$ cat src/rtl/divider_pkg.sv
// Shared constants and state encoding for the 8-bit restoring divider.
package divider_pkg;

  localparam int WIDTH      = 8;
  localparam int ITERATIONS = 8;

  typedef enum logic [1:0] {
    IDLE   = 2'd0,
    LOAD_B = 2'd1,
    CALC   = 2'd2,
    DONE   = 2'd3
  } state_t;

endpackage : divider_pkg

$ cat src/rtl/divider_step.sv
// One combinational restoring-division iteration on the {A,W} pair.
module divider_step
  import divider_pkg::*;
(
  input  logic [WIDTH:0]   a,
  input  logic [WIDTH-1:0] w,
  input  logic [WIDTH-1:0] m,
  output logic [WIDTH:0]   a_next,
  output logic [WIDTH-1:0] w_next
);

  logic [WIDTH:0]   a_shift_s;
  logic [WIDTH-1:0] w_shift_s;
  logic [WIDTH:0]   diff_s;

  // Shift {A,W} left, trial-subtract M, and restore when the result goes negative.
  always_comb begin
    a_shift_s = {a[WIDTH-1:0], w[WIDTH-1]};
    w_shift_s = {w[WIDTH-2:0], 1'b0};
    diff_s    = a_shift_s - {1'b0, m};
    a_next    = a_shift_s;
    w_next    = w_shift_s;
    if (diff_s[WIDTH] == 1'b1) begin
      // Trial subtraction borrowed: keep the shifted remainder, quotient bit 0.
      a_next = a_shift_s;
      w_next = w_shift_s;
    end else begin
      a_next = diff_s;
      w_next = {w_shift_s[WIDTH-1:1], 1'b1};
    end
  end

endmodule : divider_step

$ cat src/rtl/divider.sv
// 8-bit unsigned restoring divider: dividend then divisor on data_in,
// eight iterations, quotient held on Q while done is high.
module divider
  import divider_pkg::*;
(
  input  logic             clk,
  input  logic             rst,
  input  logic             start,
  input  logic [WIDTH-1:0] data_in,
  output logic [WIDTH-1:0] Q,
  output logic             done
);

  localparam logic [3:0] LAST_ITER = 4'(ITERATIONS - 1);

  state_t           state_r;
  logic [WIDTH:0]   a_r;
  logic [WIDTH-1:0] w_r;
  logic [WIDTH-1:0] m_r;
  logic [3:0]       cnt_r;
  logic [WIDTH-1:0] q_r;
  logic             done_r;

  logic [WIDTH:0]   a_next_s;
  logic [WIDTH-1:0] w_next_s;

  divider_step u_step (
    .a      (a_r),
    .w      (w_r),
    .m      (m_r),
    .a_next (a_next_s),
    .w_next (w_next_s)
  );

  assign Q    = q_r;
  assign done = done_r;

  // Control FSM, iteration counter and datapath registers.
  always_ff @(posedge clk) begin
    if (rst) begin
      state_r <= IDLE;
      a_r     <= '0;
      w_r     <= '0;
      m_r     <= '0;
      cnt_r   <= 4'd0;
      q_r     <= '0;
      done_r  <= 1'b0;
    end else begin
      case (state_r)
        IDLE: begin
          if (start) begin
            w_r     <= data_in;
            a_r     <= '0;
            state_r <= LOAD_B;
          end else begin
            state_r <= IDLE;
          end
        end
        LOAD_B: begin
          m_r     <= data_in;
          cnt_r   <= 4'd0;
          state_r <= CALC;
        end
        CALC: begin
          a_r   <= a_next_s;
          w_r   <= w_next_s;
          cnt_r <= cnt_r + 4'd1;
          if (cnt_r == LAST_ITER) begin
            q_r     <= w_next_s;
            done_r  <= 1'b1;
            state_r <= DONE;
          end else begin
            state_r <= CALC;
          end
        end
        DONE: begin
          // A held start must drop before another division can begin.
          if (start) begin
            state_r <= DONE;
          end else begin
            done_r  <= 1'b0;
            state_r <= IDLE;
          end
        end
        default: begin
          state_r <= IDLE;
          done_r  <= 1'b0;
        end
      endcase
    end
  end

endmodule : divider

$ cat config.mk
export PLATFORM = sky130hd
export DESIGN_NAME = divider
export DESIGN_NICKNAME = d
export VERILOG_FILES = /design/src/rtl/divider_pkg.sv /design/src/rtl/divider_step.sv /design/src/rtl/divider.sv
export SDC_FILE = /design/constraint.sdc
export NUM_CORES = 1
export LEC_CHECK = 0
export CORE_UTILIZATION = 40
export CTS_BUF_LIST = sky130_fd_sc_hd__clkbuf_4 sky130_fd_sc_hd__clkbuf_8
export CTS_CLUSTER_SIZE = 28
export DETAILED_ROUTE_END_ITERATION = 6
export PLACE_DENSITY_LB_ADDON = 0.05
export SLEW_MARGIN = 0
export SYNTH_ARGS = -nofsm -noshare
export SYNTH_HDL_FRONTEND = slang
export SYNTH_SLANG_ARGS = --single-unit
$ cat constraint.sdc
create_clock -name clk -period 3 [get_ports clk]
set_clock_uncertainty 0.2 [all_clocks]
set_input_delay 0.3 -clock clk [delete_from_list [all_inputs] [get_ports clk]]
set_output_delay 0.3 -clock clk [all_outputs]
set_load 0.01 [all_outputs]
# Word-level counts from Yosys, hierarchy flattened
# Index checks and enable logic that the tools add are counted.
totals:
  regBits: 39
  latchBits: 0
  mem_bits_rw: 0
  romBits: 0
  inputBits: 11
  output_inout_bits: 9
  elab_cells: 37
  n_memories: 0
op_classes:
  n_addsub: 2
  n_mul: 0
  div: 0
  order_cmp: 0
  n_eq_ne: 7
  shifts: 0
  mux: 14
  bitwise_logic: 0
  n_reduce_logical: 7
ops:
  columns: ["operator", "count"]
  rows:
  - ["$pmux 8 s2", 2]
  - ["$mux 8", 3]
  - ["$sub 9x8->9", 1]
  - ["$pmux 2 s4", 1]
  - ["$pmux 4 s2", 1]
  - ["$ne 2x2->1 const B", 3]
  - ["$reduce_bool 2->1", 3]
  - ["$mux 1", 5]
  - ["$add 4x1->4 const B", 1]
  - ["$eq 2x2->1 const B", 2]
  - ["$eq 4x3->1 const B", 1]
  - ["$reduce_and 2->1", 2]
  - ["$reduce_and 3->1", 1]
  - ["$eq 2x1->1 const B", 1]
  - ["$logic_not 2->1", 1]
  - ["$mux 2", 1]
  - ["$pmux 1 s2", 1]

# Longest topological paths before layout
# Gate-level depths: netlist of run 1.
logic_depth:
  word_depth: 3
  mapped_depth: 9
  depth_no_buf: 8

# Hierarchy
# From an unflattened synthesis of run 1, not the netlist that was laid out.
hier_totals:
  cells_unflattened: 259
  hier_area_um2: 2218.4
modules_own_cells:
  columns: ["mod", "n_inst", "cells_per_inst", "area_per_inst_um2", "seq_area_each_um2"]
  rows:
  - ["divider", 1, 180, 1652.8, 800.8]
  - ["divider_step", 1, 79, 565.5, 0.0]

# Least setup slack after synthesis of run 1
# OpenSTA, ideal clock, no wires.
synth_path:
  path_kind: "reg2reg"
  from: "reg w_r[7]"
  to: "reg a_r[0]"
  setup_time_ps: 122
  arrival_time_ps: 2085
  required_ps: 2678
  setup_slack_ps: 594
  stages_incl_launch_ff: 10
  path_buffers: 1
  synth_period_minus_slack_ps: 2406
  path_cell_list: "dfxtp_1 inv_1 ha_1 fa_1 nand2b_1 a211oi_4 o211ai_2 and2_1 buf_6 a221o_1"
synth_between:
  elab_chain_cells: 3
synth_lines:
  columns: ["item", "line", "text"]
  rows:
  - ["start, declared", "divider.sv:18", "logic [WIDTH-1:0] w_r;"]
  - ["start signal, assigned", "divider.sv:52", "w_r <= data_in;"]
  - ["start signal, assigned", "divider.sv:66", "w_r <= w_next_s;"]
  - ["$sub 9x8->9", "divider_step.sv:20", "diff_s = a_shift_s - {1'b0, m};"]
  - ["$mux 8 (*)", "divider_step.sv:23", "if (diff_s[WIDTH] == 1'b1) begin"]
  - ["$pmux 8 s2 (*)", "divider.sv:49", "case (state_r)"]
  - ["end signal, assigned", "divider.sv:65", "a_r <= a_next_s;"]
  - ["end, declared", "divider.sv:17", "logic [WIDTH:0] a_r;"]
# Every way passes the cells marked *; elsewhere a longest branch is shown, timed or not.
# A chain may end at the register's enable or synchronous reset.

# Worst setup path after layout of run 1
# Same ends and word-level chain as after synthesis.

==> metrics.cfg, run 1 <==
[yosys]
ys.warnings.count = 0
synth_top_area_frac = 0.364
synthArstFlopShare = 0
synth-simple-area-share = 0.209
ys_top_cells_by_count = dfxtp_1, nand2_1, nor2_1
synthFlopType = dfxtp_1
synthTopCellsByArea = dfxtp_1, ha_1, mux2i_1
yosysSeqAreaShare = 0.364
synth_enable_flop_cells = 0
yosysUniqueCellTypes = 41
synth.area.mux_share = 0.0800
yosysMostFrequentCell = dfxtp_1
synthXorXnorAreaFrac = 0.0123
synth_top_family_by_area = simple AND/OR/NAND/NOR gates
synth_compound_area_frac = 0.193
synth_seq_cells = 39
yosys.area_share.adder = 0.0853
syn_area_per_cell_um2 = 8.37
syn_area_um2 = 2140
synth_top_area_cell = dfxtp_1
syn_inst = 256
syn_nets = 281

[run_status]
status = completed

[setup_path]
path_max_fanout = 8
slowest_delay_ns = 0.40
path_class = flip-flop to flip-flop
cp_top_family = compound AO/OA/AOI/OAI gates
critPathLaunchType = flip-flop
worstSetupEndpointType = flip-flop
cp_num_cells = 9
cp_num_buf_inv = 2
arrival_ns = 2.69
slowest_stage = fa_1
path_cells = inv_1 > ha_1 > fa_1 > nand2b_1 > a211oi_4 > a2bb2oi_2 > buf_4 > a211oi_1 > a221o_1
r2r_cells = 9
critPathRequiredTime_ns = 2.97

[drt]
viasPerCell = 5.07
drt_wl_total_um = 4560
vias = 1750
dr.pass1.iters = 4
postRouteAntennaNets = 0
routedWlPerCell_um = 13.2
drc = 0
drtIter0Drc = 75

[placement]
io_buffers = 19
gp_congestion = 0.729
placed_cells = 338
dpl.hpwl_um = 3380

[clock_network]
numCtsBuffers = 5
clk_pin_slew_worst_paths_ns = 0.08
cts_tree = built
post_cts_resized = 0
cts_setup_buffers = 0
cts_num_sinks = 39
clock_path_buffers = 2
clk_latency_ns = 0.29
cts_root_buffer = clkbuf_8
hold_buffers = 0
h-tree-depth = 2

[final_layout]
antenna_cells = 0
fillerInstances = 540
nets = 300
drive_gt1_frac = 0.0691
area_delta_synth_final_pct = 16.1
regArea_um2 = 781
multi_input_comb_area_um2 = 1240
final_cells = 345

[timing]
setup_viol = 0
tightest_slew_ns = 0.636
fmax_mhz = 367
final_hold_viol_count = 0
slew_violations = 0
max_slew_margin = 0.574
rsz0062_at_grt = false
fin_crit_sh = 0.907
setup_tns_ns = 0
period_needed_ns = 2.72

[power_and_ir_drop]
pwr-share-seq = 0.480
powerDensity_nw_per_um2 = 467
combPwrFrac = 0.212
power.share.clock = 0.308
p_sw_w = 0.000336
irDropWorstVdd_mv = 0.263
p_int_w = 0.000826
p_sw_frac = 0.289
leakagePower_nw = 0.927

[global_routing]
grt_antenna_before_repair = 0
grt_pass1_vias = 1543
track_usage = 0.177
grt_pass1_wl_um = 7430
grt_overflow = 0
grt_max_degree = 24

[floorplan]
die_h_um = 75.2
core_area_um2 = 5140
initial_utilization = 0.417
die_area_um2 = 5650
die_w_um = 75.2
pin_count = 20
fp-row-count = 26

[min_path]
whs_path_depth = 2
hold_class = flip-flop to flip-flop

[flow_run]
maxCapViolations = 0

-- cells in the final DEF, fill, tap and decap left out, types with 3 or more instances in the layout --
cell type | netlist | layout
o211ai_1 | 5 | 5
ha_1 | 13 | 13
nor2_1 | 32 | 32
clkdlybuf4s50_1 | 0 | 19
inv_1 | 15 | 15
buf_4 | 1 | 6
clkbuf_8 | 0 | 6
nand2b_1 | 5 | 5
o21ai_0 | 4 | 4
a21oi_1 | 20 | 20
a221o_1 | 3 | 3
nand4_1 | 3 | 3
nor3_1 | 3 | 3
dfxtp_1 | 39 | 39
nand3_1 | 6 | 6
mux2i_1 | 16 | 16
a21o_1 | 4 | 4
a211oi_1 | 13 | 13
nand2_1 | 36 | 36
-- registers in the layout (all words and copies together) (netlist names) --
| register | count |
|---|---|
| m_r | 8 |
| Q | 8 |
| a_r | 8 |
| state_r | 2 |
| w_r | 8 |
| cnt_r | 4 |
| done | 1 |
-- per-stage QoR --
step	worst slack, ns	power (W)	hold WS, ns	util	area (µm²)
2_1_floorplan	0.594	0.000759	0.245	-	2140
3_3_place_gp	0.370	0.000815	0.243	0.467	2400
3_5_place_dp	0.296	0.000814	0.245	0.467	2400
4_1_cts	0.278	0.00117	0.256	0.484	2490
5_1_grt	0.116	0.00122	0.268	0.484	2490
6_report	0.279	0.00116	0.255	0.484	2490
-- layout make-up --
type	instances	share of cell area
Clock inverter	1	0.00201
Sequential cell	39	0.314
Timing Repair Buffer	25	0.0946
Tap cell	70	0.0352
Clock buffer	6	0.0332
Multi-Input combinational cell	189	0.498
Inverter	15	0.0226
-- layer usage --
metal  GRT usage  share of wire  up-vias
met5           0              0        -
met4      0.0556          0.011        0
met3      0.0361          0.034        8
li1            -              -      935
met2       0.267           0.43       27
met1       0.255           0.52      780
-- final timing paths --
check          from     end  slack (ns)
max          w_r[7]  a_r[0]        0.28
min            Q[6]    Q[6]        0.25
max reg2reg  w_r[7]  a_r[0]        0.28
min reg2reg    Q[6]    Q[6]        0.25
-- tightest hold or removal path: cells and delay by family (launching register included) --
kind | cells | cell delay (ns)
DFF | 1 | 0.31
AOI/OAI and AO/OA | 1 | 0.05
and+or+nand+nor | 1 | 0.05
-- cells by family after synthesis --
| kind of cell | count (synthesis) |
|---|---|
| mux | 17 |
| fa+ha+maj | 14 |
| buf+inv | 28 |
| compound gates | 59 |
| simple gates | 96 |
| xor+xnor | 3 |
| flops | 39 |
-- power by group through the flow --
stage | registers, W | logic (W) | clock network (W)
floorplan | 0.000565 | 0.000194 | 0
global placement | 0.000570 | 0.000245 | 0
detailed placement | 0.000570 | 0.000244 | 0
CTS | 0.000558 | 0.000247 | 0.000366
global route | 0.000561 | 0.000274 | 0.000390
finish | 0.000558 | 0.000246 | 0.000358
No activity file was read; power rests on OpenSTA's default activity.
==> inputs of run 2 (changes only) <==
--- a/config.mk
+++ b/config.mk
@@ -5,7 +5,9 @@
 export SDC_FILE = /design/constraint.sdc
 export NUM_CORES = 1
 export LEC_CHECK = 0
-export CORE_UTILIZATION = 40
+export CELL_PAD_IN_SITES_DETAIL_PLACEMENT = 1
+export CELL_PAD_IN_SITES_GLOBAL_PLACEMENT = 2
+export CORE_UTILIZATION = 36
 export CTS_BUF_LIST = sky130_fd_sc_hd__clkbuf_4 sky130_fd_sc_hd__clkbuf_8
 export CTS_CLUSTER_SIZE = 28
 export DETAILED_ROUTE_END_ITERATION = 6
==> run 2 against run 1 <==
  * Die area rose by 11%
  * Critical path depth fell by 1
  * Combinational power rose by 4%
  * Final area rose by 0.55%
  * Sequential cell count did not move
  * Fmax rose by 0.98%
  * Count of clock-buffer cells in the layout fell by 1
  * Sequential power barely moved
  * Non-clock buffer count rose by 2
  * Largest power group unchanged
  * Hold slack improved by 0.0038 ns
==> metrics.cfg, run 2 (same netlist as run 1, synthesis figures left out) <==
[global_routing]
grt_pass1_wl_um = 8950  ; +20%
track_usage = 0.186  ; +0.00894
grt_pass1_vias = 1877  ; +22%
grt_antenna_before_repair = 0  ; unchanged
grt_overflow = 0  ; unchanged
grt_max_degree = 23  ; -4.2%

[drt]
viasPerCell = 5.26  ; +3.6%
vias = 1840  ; +5.1%
drt_wl_total_um = 5290  ; +16%
drtIter0Drc = 108  ; +44%
postRouteAntennaNets = 0  ; unchanged
drc = 0  ; unchanged
dr.pass1.iters = 4  ; unchanged
routedWlPerCell_um = 15.1  ; +14%

[placement]
pre_cts_ws_ns = 0.336  ; +0.0395 ns
dpl.hpwl_um = 4140  ; +23%
gp_congestion = 0.775  ; +6.3%
io_buffers = 19  ; unchanged

[final_layout]
nets = 302  ; +0.67%
mostFrequentLayoutCell = dfxtp_1
antenna_cells = 0  ; unchanged
layout.core_utilization = 0.446  ; -0.0379
final_cell_mix = dfxtp_1, nand2_1, nor2_1
drive_gt1_frac = 0.0791  ; +0.0100
area_delta_synth_final_pct = 16.8
fillerInstances = 691  ; +28%

[power_and_ir_drop]
p_sw_w = 0.000355  ; +5.8%
leakagePower_nw = 0.937  ; +1.1%
combPwrFrac = 0.220  ; +0.008
power.share.clock = 0.300  ; -0.008
p_int_w = 0.000807  ; -2.4%
p_sw_frac = 0.306  ; +0.0168
pwr-share-seq = 0.480  ; about the same
irDropWorstVdd_mv = 0.249  ; -5.5%
powerDensity_nw_per_um2 = 465  ; -0.55%

[setup_path]
path_class = flip-flop to flip-flop
worstSetupEndpointType = flip-flop
path_max_fanout = 7  ; -1
arrival_ns = 2.66  ; -0.03 ns
critPathRequiredTime_ns = 2.97  ; about the same
critPathLaunchType = flip-flop

[timing]
tightest_slew_ns = 0.677  ; +0.0409 ns
fmax_mhz = 371  ; +0.98%
slew_violations = 0  ; unchanged
setup_viol = 0  ; unchanged
setup_ws_ns = 0.305  ; +0.0264 ns
rsz0062_at_grt = false
final_hold_viol_count = 0  ; unchanged
period_needed_ns = 2.69  ; -0.0264 ns
setup_tns_ns = 0  ; unchanged
max_slew_margin = 0.547  ; -0.0274
fin_crit_sh = 0.898  ; -0.00881

[clock_network]
cts_root_buffer = clkbuf_8
hold_buffers = 0  ; unchanged
cts_num_sinks = 39  ; unchanged
h-tree-depth = 2  ; unchanged
numCtsBuffers = 5  ; unchanged
clock_path_buffers = 2  ; unchanged
post_cts_resized = 0  ; unchanged
cts_setup_buffers = 0  ; unchanged
cts_tree = built
clk_pin_slew_worst_paths_ns = 0.08  ; about the same
clk_latency_ns = 0.29  ; about the same

[floorplan]
initial_utilization = 0.382  ; -0.0348
die_h_um = 79.1  ; +5.3%
die_area_um2 = 6260  ; +11%
die_w_um = 79.1  ; +5.3%
core_area_um2 = 5610  ; +9.1%
pin_count = 20  ; unchanged
fp-row-count = 27  ; +3.8%

[min_path]
hold_class = flip-flop to flip-flop

[run_status]
status = completed

[flow_run]
maxCapViolations = 0  ; unchanged

run 2: cell count changes in the layout (fill, tap and decap cells not counted), sizes merged:
| cell | delta |
|---|---|
| buf | +2 |
| clkbuf | -1 |
| clkinv | +2 |
run 2: power by group through the flow:
stage          clock network [W]  registers, W  logic, W
6_report                0.000349      0.000558  0.000255
3_3_place_gp                   0      0.000570  0.000253
2_1_floorplan                  0      0.000565  0.000194
3_5_place_dp                   0      0.000571  0.000255
4_1_cts                 0.000362      0.000559  0.000258
5_1_grt                 0.000385      0.000561  0.000284
run 2: worst paths after layout:
| path | start | end | cells after the start | slack [ns] |
|---|---|---|---|---|
| min reg2reg | Q[5] | Q[5] | 2 | 0.26 |
| max | w_r[7] | a_r[3] | 8 | 0.31 |
| min | Q[5] | Q[5] | 2 | 0.26 |
| max reg2reg | w_r[7] | a_r[3] | 8 | 0.31 |
run 2: routing by layer:
layer	wire [µm]	share of wire	up-vias	global-route usage
met5	0	0	-	0
met2	2400	0.45	27	0.306
met4	102	0.019	0	0.0745
met1	2590	0.49	868	0.239
met3	200	0.038	10	0.0356
li1	-	-	935	-
run 2: critical path, stage by stage, from the launching register on:
cell and delay, ns:
dfxtp_1 0.34, inv_1 0.06, ha_1 0.20, fa_1 0.41
nand2b_1 0.21, a211oi_4 0.32, a2bb2oi_2 0.34, and2_1 0.36
o211ai_1 0.14
run 2: per-stage QoR:
stage | hold WS (ns) | area [µm²] | total power (W) | cells
detailed placement | 0.250 | 2420 | 0.000826 | 342
global placement | 0.243 | 2420 | 0.000823 | 342
floorplan | 0.245 | 2140 | 0.000759 | 256
global route | 0.295 | 2500 | 0.00123 | 350
CTS | 0.262 | 2500 | 0.00118 | 350
finish | 0.259 | 2500 | 0.00116 | 350
run 2: layout make-up:
class | count | area, µm² | area share
Tap cell | 72 | 90.1 | 0.0360
Timing Repair Buffer | 27 | 250 | 0.100
Clock buffer | 5 | 68.8 | 0.0275
Inverter | 15 | 56.3 | 0.0225
Multi-Input combinational cell | 189 | 1240 | 0.496
Sequential cell | 39 | 781 | 0.312
Clock inverter | 3 | 15.0 | 0.00600
